### src/rtl/vec_exec_unit.sv
// rtl/vec_exec_unit.sv - sequential 5-lane vector add/sub/mul/dot unit, one lane per clock.
// Optional dot-product reduction (op 11) is built only when VEC_DOT_EN is defined.
module vec_exec_unit #(
  parameter int WIDTH = 32
) (
  input  logic             clk,
  input  logic             reset,
  input  logic             start,
  input  logic [1:0]       op,
  input  logic [3:0]       vd,
  input  logic [WIDTH-1:0] va_0,
  input  logic [WIDTH-1:0] va_1,
  input  logic [WIDTH-1:0] va_2,
  input  logic [WIDTH-1:0] va_3,
  input  logic [WIDTH-1:0] va_4,
  input  logic [WIDTH-1:0] vb_0,
  input  logic [WIDTH-1:0] vb_1,
  input  logic [WIDTH-1:0] vb_2,
  input  logic [WIDTH-1:0] vb_3,
  input  logic [WIDTH-1:0] vb_4,
  output logic             busy,
  output logic             done,
  output logic             we,
  output logic [3:0]       vd_out,
  output logic [WIDTH-1:0] wd_0,
  output logic [WIDTH-1:0] wd_1,
  output logic [WIDTH-1:0] wd_2,
  output logic [WIDTH-1:0] wd_3,
  output logic [WIDTH-1:0] wd_4
);

  typedef enum logic [1:0] {S_IDLE, S_RUN, S_DONE} state_t;

  state_t           state, state_nx;
  logic [1:0]       op_r;
  logic [3:0]       vd_r;
  logic [2:0]       idx;
  logic [WIDTH-1:0] a_r  [5];
  logic [WIDTH-1:0] b_r  [5];
  logic [WIDTH-1:0] res  [5];
  logic [WIDTH-1:0] wd_r [5];
  logic [WIDTH-1:0] a_cur, b_cur, prod, lane;
  logic             op_legal, accept, last_lane;
`ifdef VEC_DOT_EN
  logic [WIDTH-1:0] acc;
`endif

`ifdef VEC_DOT_EN
  assign op_legal = 1'b1;
`else
  assign op_legal = (op != 2'b11);
`endif

  assign accept    = (state == S_IDLE) && start && op_legal;
  assign last_lane = (idx == 3'd4);
  assign busy      = (state != S_IDLE);
  assign done      = (state == S_DONE);
  assign we        = done;

  always_ff @(posedge clk) begin
    if (reset) state <= S_IDLE;
    else       state <= state_nx;
  end

  always_comb begin
    state_nx = state;
    case (state)
      S_IDLE:  if (accept) state_nx = S_RUN;
      S_RUN:   if (last_lane) state_nx = S_DONE;
      S_DONE:  state_nx = S_IDLE;
      default: state_nx = S_IDLE;
    endcase
  end

  // Single shared lane ALU, fed from the captured operands.
  assign a_cur = a_r[idx];
  assign b_cur = b_r[idx];
  assign prod  = a_cur * b_cur;

  always_comb begin
    lane = prod;
    case (op_r)
      2'b00:   lane = a_cur + b_cur;
      2'b01:   lane = a_cur - b_cur;
      default: lane = prod;
    endcase
  end

  always_ff @(posedge clk) begin
    if (reset) begin
      op_r   <= '0;
      vd_r   <= '0;
      idx    <= '0;
      vd_out <= '0;
      for (int i = 0; i < 5; i++) begin
        a_r[i]  <= '0;
        b_r[i]  <= '0;
        res[i]  <= '0;
        wd_r[i] <= '0;
      end
`ifdef VEC_DOT_EN
      acc <= '0;
`endif
    end else begin
      case (state)
        S_IDLE: begin
          if (accept) begin
            op_r   <= op;
            vd_r   <= vd;
            a_r[0] <= va_0;  a_r[1] <= va_1;  a_r[2] <= va_2;
            a_r[3] <= va_3;  a_r[4] <= va_4;
            b_r[0] <= vb_0;  b_r[1] <= vb_1;  b_r[2] <= vb_2;
            b_r[3] <= vb_3;  b_r[4] <= vb_4;
            idx    <= '0;
`ifdef VEC_DOT_EN
            acc    <= '0;
`endif
          end
        end
        S_RUN: begin
          res[idx] <= lane;
          idx      <= idx + 3'd1;
`ifdef VEC_DOT_EN
          acc      <= acc + prod;
`endif
          // Outputs are published all at once as the last lane completes.
          if (last_lane) begin
            vd_out <= vd_r;
            for (int i = 0; i < 4; i++) wd_r[i] <= res[i];
            wd_r[4] <= lane;
`ifdef VEC_DOT_EN
            if (op_r == 2'b11) begin
              wd_r[0] <= acc + prod;
              for (int i = 1; i < 5; i++) wd_r[i] <= '0;
            end
`endif
          end
        end
        default: ;
      endcase
    end
  end

  assign wd_0 = wd_r[0];
  assign wd_1 = wd_r[1];
  assign wd_2 = wd_r[2];
  assign wd_3 = wd_r[3];
  assign wd_4 = wd_r[4];

endmodule

### config.mk
export PLATFORM = sky130hd
export DESIGN_NAME = vec_exec_unit
export DESIGN_NICKNAME = d
export VERILOG_FILES = /design/src/rtl/vec_exec_unit.sv
export SDC_FILE = /design/constraint.sdc
export NUM_CORES = 2
export LEC_CHECK = 0
export CAP_MARGIN = 20
export CORE_UTILIZATION = 52
export DETAILED_ROUTE_END_ITERATION = 8
export PLACE_DENSITY = 0.71
export SLEW_MARGIN = 20
export SYNTH_ARGS = -nofsm -noshare
export SYNTH_HDL_FRONTEND = slang
export SYNTH_SLANG_ARGS = --single-unit
### constraint.sdc
create_clock -name clk -period 23.6 [get_ports clk]
set_input_delay 7.08 -clock clk [delete_from_list [all_inputs] [get_ports clk]]
set_output_delay 7.08 -clock clk [all_outputs]
set_load 0.02 [all_outputs]
### Word-level counts from Yosys, hierarchy flattened

Memory sizes are Yosys's and may differ from the RTL's. A register that Yosys moved wholly into a read port is not among the register bits.
Index checks and enable logic that the tools add are counted.

* register bits after elaboration: 15
* latch bits: 0
* RAM bits: 640
* memory bits (read-only): 0
* input port bits: 329
* output and inout bits: 167
* logic and storage cells: 87
* memories kept: 4

Memories
* a_r: depth 5, width 32, rd ports 1, clocked after Yosys merged registers in 1, write ports 5, line 38 `logic [WIDTH-1:0] a_r [5];`
* b_r: depth 5, width 32, rd ports 1, clocked after Yosys merged registers in 1, write ports 5, line 39 `logic [WIDTH-1:0] b_r [5];`
* res: depth 5, width 32, rd ports 4, clocked after Yosys merged registers in 0, write ports 5, line 40 `logic [WIDTH-1:0] res [5];`
* wd_r: depth 5, width 32, rd ports 5, clocked after Yosys merged registers in 0, write ports 5, line 41 `logic [WIDTH-1:0] wd_r [5];`

* $add $sub $neg: 3
* multipliers: 1
* div/mod/pow operators: 0
* magnitude comparators: 0
* eq/ne operators: 7
* shift-type cells: 0
* multiplexer cells: 41
* bitwise operators: 15
* reduce and logical (&&, ||, !) cells: 11

Operator list (count)
* $mux W32: 16
* $pmux W32 S2: 1
* $add A32 B32 Y32: 1
* $mul A32 B32 Y32: 1
* $reduce_or A32 Y1: 1
* $sub A32 B32 Y32: 1
* $mux W3: 6
* $or A1 B1 Y1: 15
* $mux W1: 14
* $reduce_and A2 Y1: 4
* $ne A2 B2 Y1 const B: 3
* $pmux W3 S2: 1
* $eq A2 B1 Y1 const B: 2
* $logic_not A2 Y1: 2
* $mux W2: 2
* $pmux W2 S2: 1
* $reduce_bool A2 Y1: 2
* $add A3 B1 Y3 const B: 1
* $eq A3 B3 Y1 const B: 1
* $eq A2 B2 Y1 const B: 1
* $logic_and A1 B1 Y1: 2

### Depth between registers and ports, before layout

* word-level depth: 8
* gate-level depth with buffers: 37

### Least setup slack after synthesis

OpenSTA, ideal clock, no wires.

* path type: in2reg
* start: input reset
* end: register with a tool-made name
* data arrival time: 15.262 ns
* required time: 23.099 ns
* slack: 7.837 ns
* stages on the path: 3
* path through: clkbuf_1 > nand2b_1 > nor2_1

RTL lines
* from (decl): line 7 `input logic reset,`

==> qor.txt <==
Initial Util -> 52.48%
Max Buffers Root-to-Sink -> 3
TritonCTS clock tree -> built
First-pass DRT Iterations -> 5
Count of unique library cells instantiated by Yosys -> 73
Synth Warn # -> 0
IO Port Bufs -> 495
Outcome -> finished clean
Vias in the first global route -> 29904
Initial antenna violation count -> 8
Slowest CP cell -> buf_4
Height of the die -> 289.4 um
Largest net degree at the start of global routing -> 197
Fmax -> 0.09554 GHz
Worst-path clk slew -> 0.06 ns
Yosys top cell by area -> edfxtp_1
Peak supply drop -> 0.1986 mV
MaxCap Viol Count -> 0
Most instantiated library cell after synthesis -> edfxtp_1
Final HPWL DP -> 89.11 mm
CTS Hold Buffers Added -> 0
Tmin final -> 10.47 ns
Slew margin rel. -> 24.24%
Crit path DAT -> 10.70 ns
Top Family by Delay on Critical Path -> buffers and inverters
Ys flop type -> edfxtp_1
Power Dens Cells -> 116.6 nW/um^2
Unrepaired setup endpoints after global routing -> no
Post-synth EDFFs -> 608
LEAKAGE -> 21.38 nW
Number of remaining DRC errors -> 0
Layout cells sized above 1 -> 6.659%
Cell area after synthesis -> 42950 um^2
Die ar. -> 83760 um^2
Synthesized Nets -> 4616
Skew-Pair Late Insertion Delay -> 0.66 ns
Flip-flop and latch count after synthesis -> 626
Critical path type -> primary input to flip-flop
Final Hold Vio Count -> 0
Top post-synthesis cells by area -> edfxtp_1 (43%), fa_1 (19%), and2_1 (6.9%), ha_1 (4.6%), nor2_1 (4.4%)
Worst-Margin Slew -> 1.125 ns
Post-CTS Setup Inserts -> 0
1st-iter DRT viols -> 2507
Top post-synthesis cells by count -> edfxtp_1 (608), nor2_1 (507), and2_1 (474), inv_1 (410), fa_1 (409)
Worst min-delay path class -> flip-flop to flip-flop
Ports -> 496
Worst Path Buf+Inv -> 3
Final Cell Area -> 51140 um^2
Critical Path RT -> 23.83 ns
Core Area -> 81850 um^2
Critical Path Source Type -> primary input
GRT Util Overall -> 29.06%
Skew final -> 0.05047 ns
Vias per cell -> 5.542
Async SR Flop Fraction -> 0%
First-pass GRT wire length -> 179.5 mm
Post-synth top area share -> 42.50%
Max-slew violations -> 0
Fin nets -> 5053
Crit path cell chain -> clkdlybuf4s50_1 > nand2_1 > nand3_1 > nand2b_4 > buf_12 > buf_4
Worst-path fanout max -> 196
Setup violations, final -> 0
Root Buffer -> clkbuf_16
Syn Inst Count -> 3720
Avg Synthesized Cell Area -> 11.55 um^2
Global route overflow -> 0
Die W -> 289.4 um
H-tree depth -> 2
Num CTS Buffers -> 61
Detailed Route WL -> 119.2 mm
Slowest stage delay, CP -> 0.94 ns
Setup_tns -> 0 ns
Final RePlAce weighted congestion -> 0.9741
Routed wire per std cell -> 22.57 um
Crit end category -> flip-flop
Antenna Violating Nets Remaining -> 0
Final worst-path cycle share -> 44.35%
Sink Count -> 626
Via count -> 29264
Area Growth Syn to Fin -> 19.05%
Register area share after synthesis -> 43.34%
Cell Rows -> 105
Post-CTS Resized -> 0
Post-DP Area -> 49070 um^2
==> final cells by class <==
class | count | area, um^2
Tap cell | 1070 | 1339
Clock inverter | 32 | 396.6
Sequential cell | 626 | 18630
Multi-Input combinational cell | 2491 | 22130
Inverter | 425 | 1603
Antenna cell | 5 | 12.51
Fill cell | 6366 | 30710
Clock buffer | 79 | 1604
Timing Repair Buffer | 552 | 5431
==> worst paths after layout <==
| path | from | end | slack (ns) | depth (start not counted) |
|---|---|---|---|---|
| setup / recovery | op[0] | a_r[4][24] | 13.13 | 6 |
| hold / removal | vd_r[2] | vd_out[2] | 0.48 | 1 |
| setup reg to reg | flip-flop | res[3][27] | 13.25 | 30 |
| hold reg to reg | vd_r[2] | vd_out[2] | 0.48 | 1 |
==> cells in the final DEF (no fill, tap or decap), types with 53 or more instances in the layout <==
master / netlist / routed
fa_1: 409 / 409
nor2_1: 507 / 506
clkdlybuf4s50_1: 0 / 495
mux4_2: 58 / 58
xnor2_1: 90 / 90
edfxtp_1: 608 / 608
nand2_1: 284 / 284
and2_1: 474 / 473
buf_4: 2 / 53
ha_1: 158 / 158
a21oi_1: 73 / 72
clkbuf_16: 0 / 61
inv_1: 410 / 409
==> sequential cells by signal, indices dropped and copies added (netlist names), named ones only <==
register and flops:
idx 3, vd_r 4, b_r 160, a_r 160, vd_out 4, state 2, res 128, op_r 2
wd_r 160
==> where the power goes <==
part / internal (mW) / leakage (nW) / switching [mW]
Sequential: 1.30 / 6.56 / 0.0260
Clock: 0.567 / 0.977 / 0.413
Combinational: 1.46 / 13.8 / 2.20
Total: 3.32 / 21.4 / 2.64
==> metal layers <==
layer  part of all wire [%]  global-route usage [%]  vias up
met5                  0.037                       0        -
met4                    5.1                   12.78        8
met3                    8.1                   4.701      313
met2                     50                   49.79     1346
met1                     37                   36.39    14556
li1                       -                       -    13041
==> cells by family (layout without fill, tap and decap cells) <==
group | after synthesis | after routing | synth area share [%]
compound gates | 277 | 277 | 4.270
other cells | 0 | 5 | 0
xor+xnor | 135 | 135 | 2.898
fa+ha+maj | 567 | 567 | 23.66
simple gates | 1407 | 1407 | 15.88
buf+inv | 603 | 1088 | 5.467
mux | 105 | 105 | 4.480
flops | 626 | 626 | 43.34
==> metrics by stage <==
step	instances	total power, mW	setup slack, ns	hold WS (ns)	util, %
after floorplan	3720	3.831	7.837	0.4422	-
after global placement	5162	4.888	12.56	0.4506	59.95
after detailed placement	5162	4.951	12.55	0.4594	59.95
after CTS	5273	5.947	13.19	0.4757	62.40
after global routing	5280	6.349	12.80	0.5058	62.48
final	5280	5.965	13.13	0.4784	62.48
Note: power is estimated with default switching activity, not from simulation.
